===== config.mk =====
export PLATFORM = sky130hd
export DESIGN_NAME = sseg_scan_driver
export DESIGN_NICKNAME = d
export VERILOG_FILES = /design/src/rtl/sseg_scan_driver.sv
export SDC_FILE = /design/constraint.sdc
export NUM_CORES = 1
export LEC_CHECK = 0
export BUFFER_PORTS_ARGS = -buffer_cell sky130_fd_sc_hd__buf_2
export CAP_MARGIN = 20
export CORE_MARGIN = 2
export CORE_UTILIZATION = 55
export DETAILED_ROUTE_END_ITERATION = 10
export PLACE_DENSITY = 0.81
export SLEW_MARGIN = 10
export SYNTH_ARGS = -nofsm -noshare
export SYNTH_HDL_FRONTEND = slang
export SYNTH_SLANG_ARGS = --single-unit

===== constraint.sdc =====
create_clock -name i_clk -period 3.25 [get_ports i_clk]
set_clock_uncertainty 0.2 [all_clocks]
set_input_delay 0.1625 -clock i_clk [delete_from_list [all_inputs] [get_ports i_clk]]
set_output_delay 0.1625 -clock i_clk [all_outputs]
set_load 0.05 [all_outputs]

===== src/rtl/sseg_scan_driver.sv =====
// Time-multiplexed 4-digit seven-segment scanner with ghost blanking, 16-level
// PWM brightness, per-digit blink and frame-synchronous (tear-free) pattern update.
module sseg_scan_driver #(
  parameter int unsigned DIGIT_CYCLES = 1024,
  parameter int unsigned BLANK_CYCLES = 16,
  parameter int unsigned BLINK_FRAMES = 128,
  parameter bit          ACTIVE_LOW   = 1'b1
) (
  input  logic        i_clk,
  input  logic        rst,
  input  logic [31:0] i_sseg,
  input  logic        i_valid,
  input  logic [3:0]  i_bright,
  input  logic [3:0]  i_blink_mask,
  output logic [7:0]  o_seg,
  output logic [3:0]  o_an,
  output logic        o_frame
);

  localparam int unsigned SW = $clog2(DIGIT_CYCLES);
  localparam int unsigned FW = (BLINK_FRAMES > 1) ? $clog2(BLINK_FRAMES) : 1;

  localparam logic [SW-1:0] SLOT_LAST  = SW'(DIGIT_CYCLES - 1);
  localparam logic [SW-1:0] BLANK_END  = SW'(BLANK_CYCLES);
  localparam logic [FW-1:0] FRAME_LAST = FW'(BLINK_FRAMES - 1);
  localparam logic [7:0]    SEG_OFF    = ACTIVE_LOW ? 8'hFF : 8'h00;
  localparam logic [3:0]    AN_OFF     = ACTIVE_LOW ? 4'hF : 4'h0;

  if (BLANK_CYCLES + 16 > DIGIT_CYCLES) begin : g_bad_slot
    $error("sseg_scan_driver: DIGIT_CYCLES must be >= BLANK_CYCLES+16");
  end
  if (BLINK_FRAMES < 1) begin : g_bad_blink
    $error("sseg_scan_driver: BLINK_FRAMES must be >= 1");
  end

  logic [SW-1:0] slot;
  logic [1:0]    digit;
  logic [FW-1:0] frame_cnt;
  logic          blink_phase;
  logic [31:0]   pending;
  logic [31:0]   active;

  logic          boundary;
  logic          lit;
  logic [3:0]    pwm;
  logic [7:0]    seg_pat;
  logic [3:0]    an_hot;

  always_comb begin
    boundary = (slot == '0) && (digit == 2'd0);
    pwm      = 4'(slot - BLANK_END);
    lit      = (slot >= BLANK_END) && (pwm < i_bright)
               && !(blink_phase && i_blink_mask[digit]);
    seg_pat  = active[{digit, 3'b000} +: 8];
    an_hot   = 4'b0001 << digit;
  end

  always_ff @(posedge i_clk) begin
    if (rst) begin
      slot        <= '0;
      digit       <= '0;
      frame_cnt   <= '0;
      blink_phase <= 1'b0;
      pending     <= '0;
      active      <= '0;
      o_seg       <= SEG_OFF;
      o_an        <= AN_OFF;
      o_frame     <= 1'b0;
    end else begin
      if (i_valid) pending <= i_sseg;

      if (slot == SLOT_LAST) begin
        slot  <= '0;
        digit <= digit + 2'd1;
      end else begin
        slot <= slot + SW'(1);
      end

      // A write landing on the boundary cycle is held for the next frame.
      if (boundary) begin
        active <= pending;
        if (frame_cnt == FRAME_LAST) begin
          frame_cnt   <= '0;
          blink_phase <= ~blink_phase;
        end else begin
          frame_cnt <= frame_cnt + FW'(1);
        end
      end

      o_frame <= boundary;
      o_an    <= lit ? (ACTIVE_LOW ? ~an_hot  : an_hot)  : AN_OFF;
      o_seg   <= lit ? (ACTIVE_LOW ? ~seg_pat : seg_pat) : SEG_OFF;
    end
  end

endmodule


==> results by group <==
Outcome
  – Status: finished, final reports clean

STA
  – Fmax: 0.452 GHz
  – Final slew viol count: 0
  – Slew HR: 0.369
  – Hold slack: 0.100 ns
  – RSZ-0062 raised after global routing: no
  – Setup TNS: 0 ns
  – Worst Tran Pin Value: 0.946 ns
  – Crit path time final: 2.21 ns
  – Final hold vios: 0
  – Setup slack after layout: 1.04 ns
  – Setup-failing EPs final: 0
  – Final period utilization: 0.680

GRT
  – Initial antenna violation count: 0
  – Grt met1 use: 0.295
  – Most crowded layer after global routing: met2
  – GR Util met3: 0.0540
  – GRT Util Overall: 0.221
  – Number of global-route vias before repair: 2830
  – Grt total ovfl: 0
  – Largest net degree at the start of global routing: 42
  – Global-route wire length before repair: 13100 um
  – Met2 track demand over resource: 0.344

Placement
  – HPWL after DPL: 5060 um
  – Pre-CTS setup slack: 1.10 ns
  – Placed cell area: 4110 sq um
  – RePlAce Congestion: 0.838
  – IO buf count: 55

Synth
  – XOR/XNOR Fraction of Synth Area: 0.0275
  – Largest family of logic cells by synthesized area: simple AND/OR/NAND/NOR gates
  – Portion of netlist area occupied by mux cells: 0.140
  – Adder-cell share of the synthesized area: 0.0328
  – Synth warnings: 0
  – Share of the synthesized area in the top cell type: 0.509
  – Largest cells by area after synthesis: dfxtp_1 (51%), mux2i_1 (8.7%), nand2_1 (8.1%), mux4_2 (5.3%), nor2_1 (4.9%)
  – Synth Cell Area: 3820 sq um
  – Post-synthesis cell type count: 32
  – Synth area leader: dfxtp_1
  – Post-synthesis compound-gate area fraction: 0.0665
  – Seq/Total Area, Yosys: 0.509
  – Mean Syn Cell Area: 9.54 sq um
  – Seq cells post-synth: 97
  – Synth Area in Simple Gates: 0.182
  – Syn nets: 453
  – Mapped Cells: 400

CTS
  – Worst skew pair latency: 0.36 ns
  – Worst-path clk slew: 0.09 ns
  – Clock Tree Root: clkbuf_8
  – CTS tree: yes
  – Cts bufs inserted: 9
  – Post-CTS Resized: 0
  – Post-CTS setup buffer count: 0
  – Post-CTS Hold Buffers: 32
  – CTS H-tree lvls: 3
  – CTS sink count: 97
  – Max clock buf depth: 2

Critical path
  – Critical path type: flip-flop to flip-flop
  – Slowest stage delay, CP: 0.49 ns
  – Critical path's top delay family: simple AND/OR/NAND/NOR gates
  – Worst reg2reg path depth: 6
  – R2R Path Start: digit[0]
  – Buf+Inv Stages, Crit Path: 1
  – Worst path arrival time: 2.29 ns
  – Crit-path max FO: 24
  – Req. time, crit path: 3.33 ns
  – Critical Path Start Type: flip-flop
  – Cell Chain, Critical Path: inv_1, ha_1, and4bb_2, nand3_2, or3_1, a21oi_1
  – Slowest cell on the critical path: or3_1
  – Critical Path Sink Type: flip-flop
  – Worst r2r dst: frame_cnt[6]
  – R2R Setup Slk: 1.04 ns

Routing
  – DR pass1 iterations: 5
  – DRC Markers: 0
  – Initial DRC Count: 163
  – Routed Antenna Nets: 0
  – Via density: 5.25
  – WL final: 7800 um
  – Vias: 2958
  – Wire per inst: 13.9 um

Floorplan
  – Chip height: 87.3 um
  – I/O Pins: 56
  – Row Count: 30
  – Die Area: 7620 sq um
  – Core area: 6760 sq um
  – Starting density of the core: 0.565
  – DIE WIDTH: 87.3 um

Finish
  – Area grow syn2layout: 21.0%
  – Diode count: 0
  – Fin util: 0.684
  – Layout cell share with drive strength beyond 1: 0.184
  – Post-route cell area: 4620 sq um
  – Final net count: 532

Run
  – Max cap viols: 0

Power and ir drop
  – P_leak: 1.90 nW
  – Power density cells: 495 nW/um^2
  – Worst-case vdd ir drop: 0.278 mV

Min path
  – Hold WC Path Type: input port to flip-flop
  – Depth of the worst hold-timing path: 2
  – Worst Hold Path EP: pending[28]
  – Hold Crit Start: rst
## layer usage
layer	wire length, um	vias up
met5	0	-
met4	146	0
met3	459	12
met2	3620	89
met1	3580	1375
li1	-	1482
## kinds of logic (layout without fill, tap and decap cells)
group           count (synthesis)  after routing
mux                            42             42
flops                          97             97
fa+ha+maj                      10             10
compound gates                 46             46
simple gates                  159            159
buf+inv                        34            117
xor+xnor                       12             12
## report_power, final
group / internal [mW] / switching (mW)
Combinational: 0.112 / 0.131
Clock: 0.374 / 0.394
Sequential: 1.24 / 0.0345
Total: 1.73 / 0.560
## registers in the layout (all words and copies together) (netlist names)
signal / count
active: 32
o_seg: 8
o_frame: 1
frame_cnt: 7
slot: 10
o_an: 4
pending: 32
blink_phase: 1
digit: 2
## through the flow
step / cells / total power [mW]
2_1_floorplan: 400 / 1.46
3_3_place_gp: 516 / 1.51
3_5_place_dp: 516 / 1.51
4_1_cts: 563 / 2.29
5_1_grt: 563 / 2.38
6_report: 563 / 2.29
## worst max path at each step
stage                   from      endpoint  slack, ns  depth (start not counted)
floorplan           digit[1]     active[0]       1.09                          9
global placement     slot[6]  frame_cnt[6]       1.17                          4
detailed placement   slot[6]  frame_cnt[6]       1.10                          4
CTS                 digit[0]  frame_cnt[6]       1.07                          6
global route        digit[0]   blink_phase       0.86                          6
finish              digit[0]  frame_cnt[6]       1.04                          6
## layout make-up
| type | count | area [sq um] |
|---|---|---|
| sequential | 97 | 1940 |
| clock buffer | 11 | 141 |
| multi-input combinational | 269 | 1710 |
| inverter | 10 | 37.5 |
| timing repair buffer | 92 | 633 |
| tap | 80 | 100 |
| clock inverter | 4 | 51.3 |
| fill | 505 | 2140 |
## cell usage after synthesis
library cell / number
ha_1: 10
nor3_1: 4
nand4_1: 4
xnor2_1: 7
nand2_1: 82
inv_1: 10
a211oi_1: 2
buf_6: 3
and4bb_2: 1
o21a_1: 1
buf_1: 2
mux4_2: 9
o21ba_1: 1
nor4bb_1: 1
xor2_1: 5
nand3_1: 6
dfxtp_1: 97
or3_1: 3
nand2b_1: 1
nor4_4: 2
buf_4: 1
o21ai_0: 4
o211a_1: 1
nor2_1: 50
or2_2: 1
clkbuf_1: 11
buf_2: 7
and3_1: 3
mux2i_1: 33
o21bai_2: 1
a21oi_1: 36
nand3_2: 1
## layout by cell type (no fill, tap or decap)
cell and n:
xnor2_1 7, nor3_1 4, a21oi_1 36, mux4_2 9, inv_6 1, nand4_1 4, and4bb_2 1, nor4bb_1 1
xor2_1 5, or3_1 3, buf_4 5, nand2b_1 1, and3_1 3, a211oi_1 2, clkinvlp_4 1, clkinv_2 1
nand3_1 6, o211a_1 1, o21ai_0 4, clkbuf_8 10, inv_1 10, nor4_4 2, nand3_2 1, dfxtp_1 97
bufinv_16 1, o21bai_2 1, or2_2 1, nand2_1 82, clkbuf_1 1, mux2i_1 33, o21a_1 1, dlygate4sd3_1 32
nor2_1 50, o21ba_1 1, buf_2 55, ha_1 10
Power figures use the tool's default switching activity.
